File: src/rtl/mips_pkg.sv
// Shared MIPS datapath constants: register-file geometry and architectural register indices.
package mips_pkg;

    localparam int unsigned REG_ADDR_W = 5;
    localparam int unsigned DATA_W     = 32;

    localparam int unsigned REG_ZERO = 0;
    localparam int unsigned REG_SP   = 29;
    localparam int unsigned REG_RA   = 31;

    // True for registers with a fixed software role (hardwired zero, stack pointer, link).
    function automatic logic is_reserved(input logic [REG_ADDR_W-1:0] a);
        return (a == REG_ADDR_W'(REG_ZERO)) ||
               (a == REG_ADDR_W'(REG_SP))   ||
               (a == REG_ADDR_W'(REG_RA));
    endfunction

endpackage

File: src/rtl/regfile_rdport.sv
// One combinational read port: reset/zero forcing, same-cycle write bypass, array select.
module regfile_rdport
    import mips_pkg::*;
#(
    parameter int unsigned WIDTH = DATA_W,
    parameter int unsigned NREGS = 2 ** REG_ADDR_W,
    localparam int unsigned AW   = $clog2(NREGS)
) (
    input  logic                        reset,
    input  logic                        we,
    input  logic [AW-1:0]               wa,
    input  logic [WIDTH-1:0]            wd,
    input  logic [AW-1:0]               ra,
    input  logic [NREGS-1:0][WIDTH-1:0] regs,
    output logic [WIDTH-1:0]            rd
);

    // Priority: reset, $0, bypass of the in-flight write, stored value.
    always_comb begin
        rd = '0;
        if (reset) begin
            rd = '0;
        end else if (ra == AW'(REG_ZERO)) begin
            rd = '0;
        end else if (we && (wa == ra)) begin
            rd = wd;
        end else begin
            rd = regs[ra];
        end
    end

endmodule

File: src/rtl/regfile.sv
// 32x32 MIPS register file: two combinational read ports, one clocked write port, $0 reads zero.
module regfile
    import mips_pkg::*;
#(
    parameter int unsigned WIDTH = DATA_W,
    parameter int unsigned NREGS = 2 ** REG_ADDR_W,
    localparam int unsigned AW   = $clog2(NREGS)
) (
    input  logic             clk,
    input  logic             reset,
    input  logic             we,
    input  logic [AW-1:0]    wa,
    input  logic [WIDTH-1:0] wd,
    input  logic [AW-1:0]    ra1,
    input  logic [AW-1:0]    ra2,
    output logic [WIDTH-1:0] rd1,
    output logic [WIDTH-1:0] rd2
);

    logic [NREGS-1:0][WIDTH-1:0] regs;

    // Reset wins over a same-cycle write; writes to $0 are dropped so it stays zero.
    always_ff @(posedge clk) begin
        if (reset) begin
            regs <= '0;
        end else if (we && (wa != AW'(REG_ZERO))) begin
            regs[wa] <= wd;
        end
    end

    regfile_rdport #(
        .WIDTH (WIDTH),
        .NREGS (NREGS)
    ) u_rdport1 (
        .reset (reset),
        .we    (we),
        .wa    (wa),
        .wd    (wd),
        .ra    (ra1),
        .regs  (regs),
        .rd    (rd1)
    );

    regfile_rdport #(
        .WIDTH (WIDTH),
        .NREGS (NREGS)
    ) u_rdport2 (
        .reset (reset),
        .we    (we),
        .wa    (wa),
        .wd    (wd),
        .ra    (ra2),
        .regs  (regs),
        .rd    (rd2)
    );

endmodule

File: config.mk
export PLATFORM = sky130hd
export DESIGN_NAME = regfile
export DESIGN_NICKNAME = d
export VERILOG_FILES = /design/src/rtl/mips_pkg.sv /design/src/rtl/regfile_rdport.sv /design/src/rtl/regfile.sv
export SDC_FILE = /design/constraint.sdc
export NUM_CORES = 2
export LEC_CHECK = 0
export CORE_MARGIN = 2
export CORE_UTILIZATION = 55
export DETAILED_ROUTE_END_ITERATION = 10
export PLACE_DENSITY = 0.76
export SKIP_CTS_REPAIR_TIMING = 1
export SLEW_MARGIN = 25
export SYNTH_ARGS = -nofsm -noshare
export SYNTH_HDL_FRONTEND = slang
export SYNTH_SLANG_ARGS = --single-unit
File: constraint.sdc
create_clock -name clk -period 4.4 [get_ports clk]
set_clock_uncertainty 0.05 [all_clocks]
set_input_delay 0.66 -clock clk [delete_from_list [all_inputs] [get_ports clk]]
set_output_delay 0.66 -clock clk [all_outputs]
set_load 0.02 [all_outputs]
==> qor.csv <==
stage,metric,value,unit
floorplanning,total core area,94590,µm²
yosys,syn avg cell area,8.696,µm²
yosys,Post-synth EDFFs,0,
global_route,GRT Total Usage,39.87,%
cells_and_area,number of flip-flops in the largest register,1024,
power_and_ir_drop,Pwr Density,357.6,nW/µm²
sta,Slew headroom,25.65,%
cells_and_area,Top Registers,regs x1024,
setup_path,Reg2Reg Depth,2,
floorplanning,DIE AREA,97600,µm²
power_and_ir_drop,VDD IR-drop max,0.3417,mV
yosys,Synth cell types,51,
yosys,Mapped Area,52320,µm²
run,# Max-Cap Violations,0,
sta,Final Cycle Share,101.7,%
sta,WHS,414.3,ps
yosys,Yosys warning total,0,
setup_path,Startpoint Class,input pin,
floorplanning,die height,312.4,µm
yosys,Syn Inst Count,6016,
setup_path,"Slowest-stage cell, CP",clkdlybuf4s50_1,
floorplanning,I/O pin count,114,
setup_path,Setup CP Type,input pin to output pin,
outcome,status,"complete, but fails checks",
global_route,total gr overflow,0,
yosys,sequential-to-total area share from yosys stat,39.18,%
drt,DR vias,49900,
clock_tree,TritonCTS Sinks,1024,
clock_tree,Clock Latency Late Sink,700,ps
cells_and_area,final non-filler cell area,58190,µm²
clock_tree,Worst-path clk slew,60,ps
clock_tree,CTS Buffer Depth,3,
yosys,"Async S/R FF share, synth",0,%
global_route,initial antenna violation count,5,
sta,"Slew Viols, Final",0,
cells_and_area,fin cells,7159,
yosys,Seq cells post-synth,1024,
cells_and_area,layout cells sized above 1,15.26,%
sta,unrepaired setup endpoints after global routing,false,
sta,Final min period,4473,ps
setup_path,CP endpoint kind,output pin,
setup_path,Crit path required time,3690,ps
hold_path,Hold Crit Class,flop to flop,
cells_and_area,Top reg by flops,regs,
placement,gpl congestion,0.9519,
drt,Iteration-0 DRC Markers,8873,
setup_path,CP most frequent cell,buf_4,
clock_tree,CTS tree,built,
outcome,failing checks,setup timing,
global_route,vias in the first global route,47630,
drt,Post-DRT Antenna Nets,0,
global_route,first-pass GRT wire length,295.8,mm
drt,drt pass-1 iters,10,
yosys,Synth Flop Type,dfxtp_1,
power_and_ir_drop,Static Leak,18.76,nW
setup_path,number of buffers and inverters on the critical path,4,
placement,port bufs,113,
clock_tree,CTS H-tree lvls,3,
setup_path,CP Depth,8,
floorplanning,width of the die,312.4,µm
setup_path,arrival time at the worst endpoint,3760,ps
sta,setup violators final,2,
yosys,Yosys top cell by area,dfxtp_1,
drt,Residual DRC,0,
yosys,largest cells by area after synthesis,"dfxtp_1 (39%), mux4_2 (17%), nand2_1 (15%)",
sta,Worst-Margin Slew,1115,ps
sta,final hold viol count,0,
yosys,most frequent cell after synthesis,nand2_1,
placement,DP HPWL,116.2,mm
placement,placed cell areas,54550,µm²
placement,post-placement cell count,6970,
setup_path,CP peak stage delay,710,ps
cells_and_area,Final nets,5862,
yosys,top cell type's share of synthesized area,39.18,%
setup_path,"CP delay by family, top",buffers and inverters,
hold_path,hold depth,2,
drt,vias per inst,6.970,
floorplanning,row count,113,
floorplanning,Initial Utilization,55.31,%
sta,highest clock rate,0.2236,GHz
drt,post-detailed-route wirelength per cell,28.15,µm
yosys,most frequent cells after synthesis,"nand2_1 (2,030), a21oi_1 (1,058), dfxtp_1 (1,024), clkbuf_1 (417), mux4_2 (403)",
setup_path,CP max FO,13,
clock_tree,Root Driver,clkbuf_16,
global_route,largest net degree at the start of global routing,223,
drt,routed wire length,201.5,mm
setup_path,"Cell Chain, Critical Path",buf_4 -> inv_1 -> or3_1 -> buf_4 -> o22a_1 -> o21ai_1 -> a221o_1 -> clkdlybuf4s50_1,
yosys,syn nets,6066,
sta,worst setup margin,-72.72,ps
cells_and_area,area grow syn2layout,11.23,%
clock_tree,CTS buffer count,103,
through the flow:
stage	setup WS, ps	TNS (ps)	util [%]	power, mW
after global placement	-518.2	-13500	57.68	11.54
after global routing	15.34	0	61.51	21.19
after detailed placement	-552.1	-14330	57.68	11.56
after floorplan	1307	0	-	10.80
after CTS	-569.7	-15050	61.43	20.65
final	-72.72	-107.3	61.52	20.81
cell usage in the layout, fill, tap and decap left out, drive strengths merged, types with 64 or more instances in the layout:
cell / n
a21oi: 1058
a221oi: 86
a22oi: 91
buf: 242
clkbuf: 147
clkdlybuf4s50: 105
dfxtp: 1024
mux2i: 225
mux4: 403
nand2: 2030
o21ai: 86
o22ai: 64
logic make-up (layout without fill, tap and decap cells):
logic type / count (synthesis) / in the layout / synth area share, %
AOI/OAI and AO/OA: 1508 / 1508 / 16.73
xor gates and xnor gates: 10 / 10 / 0.1674
buffers and inverters: 658 / 534 / 5.941
DFF: 1024 / 1024 / 39.18
muxes: 628 / 628 / 21.65
other: 0 / 2 / 0
and+or+nand+nor: 2188 / 2188 / 16.33
tightest hold or removal path: cells and delay by family (launching register included):
family,cells,cell delay [ps]
AOI/OAI and AO/OA,1,50
DFF,1,320
and+or+nand+nor,1,50
power by group:
group          total (mW)  switching, mW  internal (mW)
Sequential           9.39         0.0499           9.34
Clock                9.34           3.87           5.47
Combinational        2.09           1.42          0.665
final cells by class:
cell class / count / area (µm²)
flip-flops and latches: 1024 / 20500
diodes: 2 / 5.005
inverters: 2 / 7.507
multi-input cells: 4334 / 29060
well taps: 1265 / 1583
clock inverters: 38 / 528.0
clock buffers: 147 / 3024
fillers: 7660 / 36400
repair buffers: 347 / 3483
metal layers:
metal	vias up	share of wire, %	GRT usage, %
met5	-	0.0099	0.2418
met4	4	8.2	28.33
met3	1185	16	13.30
met2	4431	42	57.97
met1	23570	33	49.78
li1	20710	-	-
path summary, 6_finish.rpt:
check / slack [ps] / startpoint / endpoint
worst max-delay path: -70 / ra2[2] / rd2[16]
worst min-delay path: 410 / regs[239] / regs[239]
worst max register to register: 3600 / regs[642] / regs[642]
worst min register to register: 410 / regs[239] / regs[239]
Note: power is estimated with default switching activity, not from simulation.
